--- src/rtl/pipe_skid.sv ---
// pipe_skid: ready-side register slice (skid buffer) for a valid/ready stream.
// pin_ready comes straight from a flop, so upstream never sees a combinational
// path from pout_ready or flush. Two entries (main, skid) keep full
// throughput at 1 beat/cycle with 1-cycle latency.
// Optional: define PIPE_SKID_STAT_EN to add the saturating stall_cnt output.
module pipe_skid #(
    parameter int WIDTH = 16
) (
    input  logic             clock,
    input  logic             reset,
    input  logic             flush,
    input  logic             pin_valid,
    output logic             pin_ready,
    input  logic [WIDTH-1:0] pin_data,
    output logic             pout_valid,
    input  logic             pout_ready,
    output logic [WIDTH-1:0] pout_data
`ifdef PIPE_SKID_STAT_EN
    ,
    output logic [31:0]      stall_cnt
`endif
);

    localparam logic [1:0] S_EMPTY = 2'd0;
    localparam logic [1:0] S_BUSY  = 2'd1;
    localparam logic [1:0] S_FULL  = 2'd2;

    logic [1:0]       r_state;
    logic             r_pin_ready;
    logic [WIDTH-1:0] r_main;
    logic [WIDTH-1:0] r_skid;

    logic [1:0]       w_state_nxt;
    logic [WIDTH-1:0] w_main_nxt;
    logic [WIDTH-1:0] w_skid_nxt;
    logic             w_in_fire;
    logic             w_out_fire;

    assign pin_ready  = r_pin_ready;
    assign pout_valid = (r_state != S_EMPTY) & ~flush;
    assign pout_data  = r_main;
    assign w_in_fire  = pin_valid & r_pin_ready;
    assign w_out_fire = pout_valid & pout_ready;

    // Next-state and entry update selection; flush drops held beats but keeps a same-cycle input.
    always_comb begin
        w_state_nxt = r_state;
        w_main_nxt  = r_main;
        w_skid_nxt  = r_skid;
        if (flush) begin
            if (w_in_fire) begin
                w_state_nxt = S_BUSY;
                w_main_nxt  = pin_data;
            end else begin
                w_state_nxt = S_EMPTY;
            end
        end else begin
            case (r_state)
                S_EMPTY: begin
                    if (w_in_fire) begin
                        w_state_nxt = S_BUSY;
                        w_main_nxt  = pin_data;
                    end
                end
                S_BUSY: begin
                    if (w_in_fire && w_out_fire) begin
                        w_main_nxt = pin_data;
                    end else if (w_in_fire) begin
                        w_state_nxt = S_FULL;
                        w_skid_nxt  = pin_data;
                    end else if (w_out_fire) begin
                        w_state_nxt = S_EMPTY;
                    end
                end
                S_FULL: begin
                    if (w_out_fire) begin
                        w_state_nxt = S_BUSY;
                        w_main_nxt  = r_skid;
                    end
                end
                default: begin
                    w_state_nxt = S_EMPTY;
                end
            endcase
        end
    end

    // State, entries and registered ready (ready is derived from the next state).
    always_ff @(posedge clock) begin
        if (!reset) begin
            r_state     <= S_EMPTY;
            r_pin_ready <= 1'b1;
            r_main      <= '0;
            r_skid      <= '0;
        end else begin
            r_state     <= w_state_nxt;
            r_pin_ready <= (w_state_nxt != S_FULL);
            r_main      <= w_main_nxt;
            r_skid      <= w_skid_nxt;
        end
    end

`ifdef PIPE_SKID_STAT_EN
    logic [31:0] r_stall_cnt;

    assign stall_cnt = r_stall_cnt;

    // Saturating count of cycles where a beat is offered but not accepted.
    always_ff @(posedge clock) begin
        if (!reset) begin
            r_stall_cnt <= '0;
        end else if (pout_valid && !pout_ready && (r_stall_cnt != '1)) begin
            r_stall_cnt <= r_stall_cnt + 32'd1;
        end
    end
`endif

endmodule

--- config.mk ---
export PLATFORM = sky130hd
export DESIGN_NAME = pipe_skid
export DESIGN_NICKNAME = d
export VERILOG_FILES = /design/src/rtl/pipe_skid.sv
export SDC_FILE = /design/constraint.sdc
export NUM_CORES = 1
export LEC_CHECK = 0
export ABC_CLOCK_PERIOD_IN_PS = 1900
export CORE_MARGIN = 2
export CORE_UTILIZATION = 45
export CTS_BUF_LIST = sky130_fd_sc_hd__clkbuf_4 sky130_fd_sc_hd__clkbuf_8
export DETAILED_ROUTE_END_ITERATION = 8
export GPL_ROUTABILITY_DRIVEN = 1
export GPL_TIMING_DRIVEN = 0
export PLACE_DENSITY = 0.75
export SETUP_SLACK_MARGIN = 0.1
export SYNTH_ARGS = -nofsm -noshare
export SYNTH_HDL_FRONTEND = slang
export SYNTH_SLANG_ARGS = --single-unit
--- constraint.sdc ---
create_clock -name clock -period 1.9 [get_ports clock]
set_input_delay 0.38 -clock clock [delete_from_list [all_inputs] [get_ports clock]]
set_output_delay 0.38 -clock clock [all_outputs]
set_load 0.01 [all_outputs]
Yosys cells after proc, flatten, opt, wreduce, memory -nomap -nowiden --
Index checks and enable logic that the tools add are counted.
Storage, ports and cells: memories kept 0, bits in writable memories 0, flip-flop bits (word level) 35, input port bits 21, word-level logic and storage cells 33, output and inout bits 18, memory bits (read-only) 0, latch bits 0
Cells by class: magnitude comparators 0, bitwise operators 5, div/mod/pow operators 0, $mul 0, shift-type cells 0, reductions and logical operators 6, $add $sub $neg 0, eq/ne operators 5, multiplexer cells 13
Operator list (number):
- two-way mux 16 bit | 4
- one-hot mux 16 bit (3 select lines) | 1
- two-way mux 2 bit | 6
- != test 3 bit, second input constant | 2
- one-hot mux 2 bit (3 select lines) | 1
- AND reduction 4 bit | 1
- nonzero test 4 bit | 1
- AND 1 bit | 3
- AND reduction 3 bit | 1
- equality test 2 x 1 -> 1 bit, second input constant | 1
- equality test 2 bit, second input constant | 1
- logical NOT 2 bit | 1
- != test 2 bit, second input constant | 1
- inverter 1 bit | 2
- nonzero test 2 bit | 1
- logical AND 1 bit | 1
- two-way mux 1 bit | 1

Logic depth before layout (Yosys ltp) --
depth after elaboration 9, mapped depth 9, mapped depth without buffers 6

Worst setup path after synthesis --
No wires, ideal clock.
path type reg-to-reg, start register r_state[0], end register r_main[0] (netlist: pout_data[0]), setup slack 0.081 ns, clock period less this slack 1.819 ns, buffers on the path 2, setup time 0.060 ns, data required time 1.840 ns, arrival time 1.759 ns, stages on the path, launching flop included 9, cell sequence dfxtp_1 -> inv_1 -> ha_1 -> buf_6 -> nor3b_4 -> nand2_1 -> a221oi_2 -> buf_4 -> o311a_1
Between the ends: cells in the longest elaborated chain, start to end 6
Ends and longest elaborated chain:
- from (decl) | RTL line 28 | logic [1:0] r_state;
- from (signal assigned) | RTL line 96 | r_state <= w_state_nxt;
- nonzero test 2 bit | RTL line 40 | assign pout_valid = (r_state != S_EMPTY) & ~flush;
- AND 1 bit | RTL line 40
- AND 1 bit | RTL line 43 | assign w_out_fire = pout_valid & pout_ready;
- logical AND 1 bit | RTL line 66 | if (w_in_fire && w_out_fire) begin
- != test 3 bit (no source line)
- AND reduction 3 bit (no source line)
- to (signal assigned) | RTL line 98 | r_main <= w_main_nxt;
- to (decl) | RTL line 30 | logic [WIDTH-1:0] r_main;
Several ways; a longest one is shown, not always the timed one. A chain may end at the register's enable or synchronous reset.

Worst setup path after layout --
start register r_state[1], end register r_main[0] (netlist: pout_data[0])
The elaborated chain is that of the path after synthesis.

==> flow_summary_export.csv <==
group,metric,value,unit
setup_path,crit_required,2.08,ns
sta,rsz0062_at_grt,"yes",
placed_design,place.gp.congestion,0.8087,
logic_synthesis,synth_area_leaders,"dfxtp_1, mux2i_1, o311a_1, nor2b_1, a221oi_1",
logic_synthesis,synth.most_common_cell,"dfxtp_1",
setup_path,crit_path_start_kind,"flop",
cts,clock-sinks,35,
grt,track_usage,0.2236,
grt,grt_max_degree,12,
pwr,combinationalPowerShare,0.254,
sta,setup_violations,0,
sta,clock_skew,0.007038,ns
grt,grt_pass1_wl,7493,um
cts,insertion_delay,0.29,ns
pwr,p_leak,0.0009671,uW
sta,fmax,556.6,MHz
logic_synthesis,seq_area_frac_synth,0.3867,
setup_path,crit_chain,"inv_4 -> ha_1 -> buf_6 -> clkbuf_2 -> a221oi_1 -> o22ai_2 -> o311a_1",
pwr,p_total,2032,uW
floorplan,core,3943,um2
logic_synthesis,synth_edf_count,0,
placed_design,portBuffers,37,
setup_path,critical-path-slowest-cell,"a221oi_1",
sta,period_share,0.9456,
floorplan,ioPinCount,39,
pwr,power.net_switching,542.1,uW
sta,finalSetupTns,0,ns
placed_design,dp_hpwl,3206,um
status,outcome,"complete, no violations",
sta,min_period,1.797,ns
min_path,hp-class,"primary input to flop",
route,wl_per_cell,16.51,um
grt,grt_pass1_vias,1517,
route,vias,1751,
route,first_pass_iters,4,
sta,hold_viol,0,
final_layout,drive_above_1_share,0.2317,
floorplan,die_w,67.45,um
grt,gr-total-overflow,0,
sta,worst_hold_slack,0.4705,ns
logic_synthesis,syn_area_per_cell,9.637,um2
floorplan,die_area,4550,um2
setup_path,arrival,1.97,ns
floorplan,initial_core_util,0.4595,
pwr,clock_power_share,0.342,
logic_synthesis,synth_cells,188,
route,first_iter_violations,140,
pwr,peakVddDrop,532.0,uV
cts,numCtsBuffers,5,
final_layout,syn2layout_area_growth,44.54,%
placed_design,post-place-ws,-0.2707,ns
route,drt.antenna.violating_nets,0,
cts,clk_root_buffer_cell,"clkbuf_8",
sta,setup_ws,0.1033,ns
setup_path,max_stage_delay,0.40,ns
job,maxCapViolations,0,
cts,ctsHoldBuffers,0,
setup_path,critPathKind,"flop to flop",
cts,cts_buffer_depth,2,
sta,tightest_slew,0.4758,ns
setup_path,cp_max_fo,10,
logic_synthesis,yosys.area.top_type_share,0.3867,
floorplan,die_h,67.45,um
route,via_per_inst,5.916,
logic_synthesis,synth_cell_types,37,
logic_synthesis,synthTopCellsByCount,"dfxtp_1, nor2b_1, mux2i_1",
logic_synthesis,synth_seq_cells,35,
pwr,switching_share,0.2668,
logic_synthesis,synth.largest_area_cell,"dfxtp_1",
cts,cts_tree,"done",
pwr,power.density,776.1,nW/um2
logic_synthesis,synth-warning-count,0,
logic_synthesis,syn-num-nets,213,
route,drt_wl_total,4887,um
floorplan,rows,23,
setup_path,crit_path_end_kind,"flop",
sta,relSlewSlack,0.6828,
final_layout,nNetsFinal,270,
pwr,p_int,1490,uW
logic_synthesis,async_flop_share,0,
placed_design,place_area,2246,um2
sta,maxSlewViolCount,0,
logic_synthesis,ys.flop_type,"dfxtp_1",
final_layout,fin_area,2619,um2
logic_synthesis,syn_area,1812,um2
cts,clkTransAtPathRegs,0.07,ns
cts,htree_levels,2,
pwr,seq_power_share,0.405,
grt,antenna_found_initial,0,
setup_path,cp_top_family,"compound AO/OA/AOI/OAI gates",
route,drc_errors,0,
setup_path,crit_buf_inv,3,
final_layout,diodes,0,
-- cell families (layout without fill, tap and decap cells) --
group,count (synthesis),after routing,synth area share
AOI/OAI and AO/OA,62,62,0.2721
muxes,17,17,0.09461
xor gates and xnor gates,1,1,0.004835
and+or+nand+nor,49,49,0.1561
DFF,35,35,0.3867
adders and majority gates,4,4,0.02763
buffers and inverters,20,78,0.05801
-- per-stage QoR --
stage | utilization | instances
detailed placement | 0.5697 | 275
CTS | 0.6274 | 293
global placement | 0.5697 | 275
finish | 0.6642 | 296
global route | 0.6642 | 296
floorplan | - | 188
-- worst paths after layout --
path | from | to | slack, ns | cells after the start
max | r_state[1] | pout_data[0] | 0.10 | 7
min | flush | r_state[1] | 0.47 | 4
max reg2reg | r_state[1] | pout_data[0] | 0.10 | 7
min reg2reg | pout_data[1] | pout_data[1] | 0.52 | 1
-- metal layers --
metal	share of wire	global-route usage	wire, um
met5	0	0	0
met3	0.059	0.05500	288
met4	0.018	0.07653	89
met1	0.44	0.2936	2171
met2	0.48	0.3589	2337
-- tightest hold or removal path, cell delays in order --
cell     delay [ns]
buf_4          0.15
nor2_1         0.06
nand2_1        0.09
a21oi_1        0.04
-- cell usage in the layout, fill, tap and decap left out, types with 2 or more instances in the layout --
cell type        Yosys  layout
dfxtp_4              0       2
o22ai_1             11       7
buf_4                3      12
dfxtp_1             35      33
a21o_1               3       2
clkbuf_4             0       2
nor3_1              12      11
nand2b_1             3       2
buf_6                2       8
ha_4                 0       2
mux2i_1             16      16
a222oi_1             5       5
clkbuf_8             0       6
nand2_2              0       2
clkbuf_2             0       3
o311a_1             11      11
nor2_1               5       5
nor2b_1             17      16
clkdlybuf4s50_1      0      36
o21ai_0              2       2
o31ai_1              5       4
a21oi_1              8       8
clkbuf_1            10       5
ha_1                 4       2
o22ai_2              0       4
nand2_1              4       2
a221oi_1            11      11
-- registers in the layout, indices dropped and copies added (netlist names) --
name / count
r_state: 2
pin_ready: 1
pout_data: 16
r_skid: 16
-- power by group through the flow --
stage	combinational [uW]	clock [uW]	sequential, uW
4_1_cts	474	706	822
3_5_place_dp	441	0	840
3_3_place_gp	437	0	840
6_report	516	695	822
5_1_grt	554	744	827
2_1_floorplan	230	0	856
-- what timing repair did --
item,4_1_cts,5_1_grt
gates resized for setup,20,26
endpoints found under the hold margin,0,0
setup buffers,9,4
setup endpoints to repair,27,34
pin swaps,3,10
cloned,1,0
-- cell type report --
cell class              count  area (um2)
fillers                   331        1324
multi-input cells         133        1102
flip-flops and latches     35       708.2
repair buffers             51       498.0
plain buffers              17       120.1
clock buffers               6       82.58
well taps                  50       62.56
clock inverters             2       35.03
inverters                   2       10.01
No activity file was read; power rests on OpenSTA's default activity.
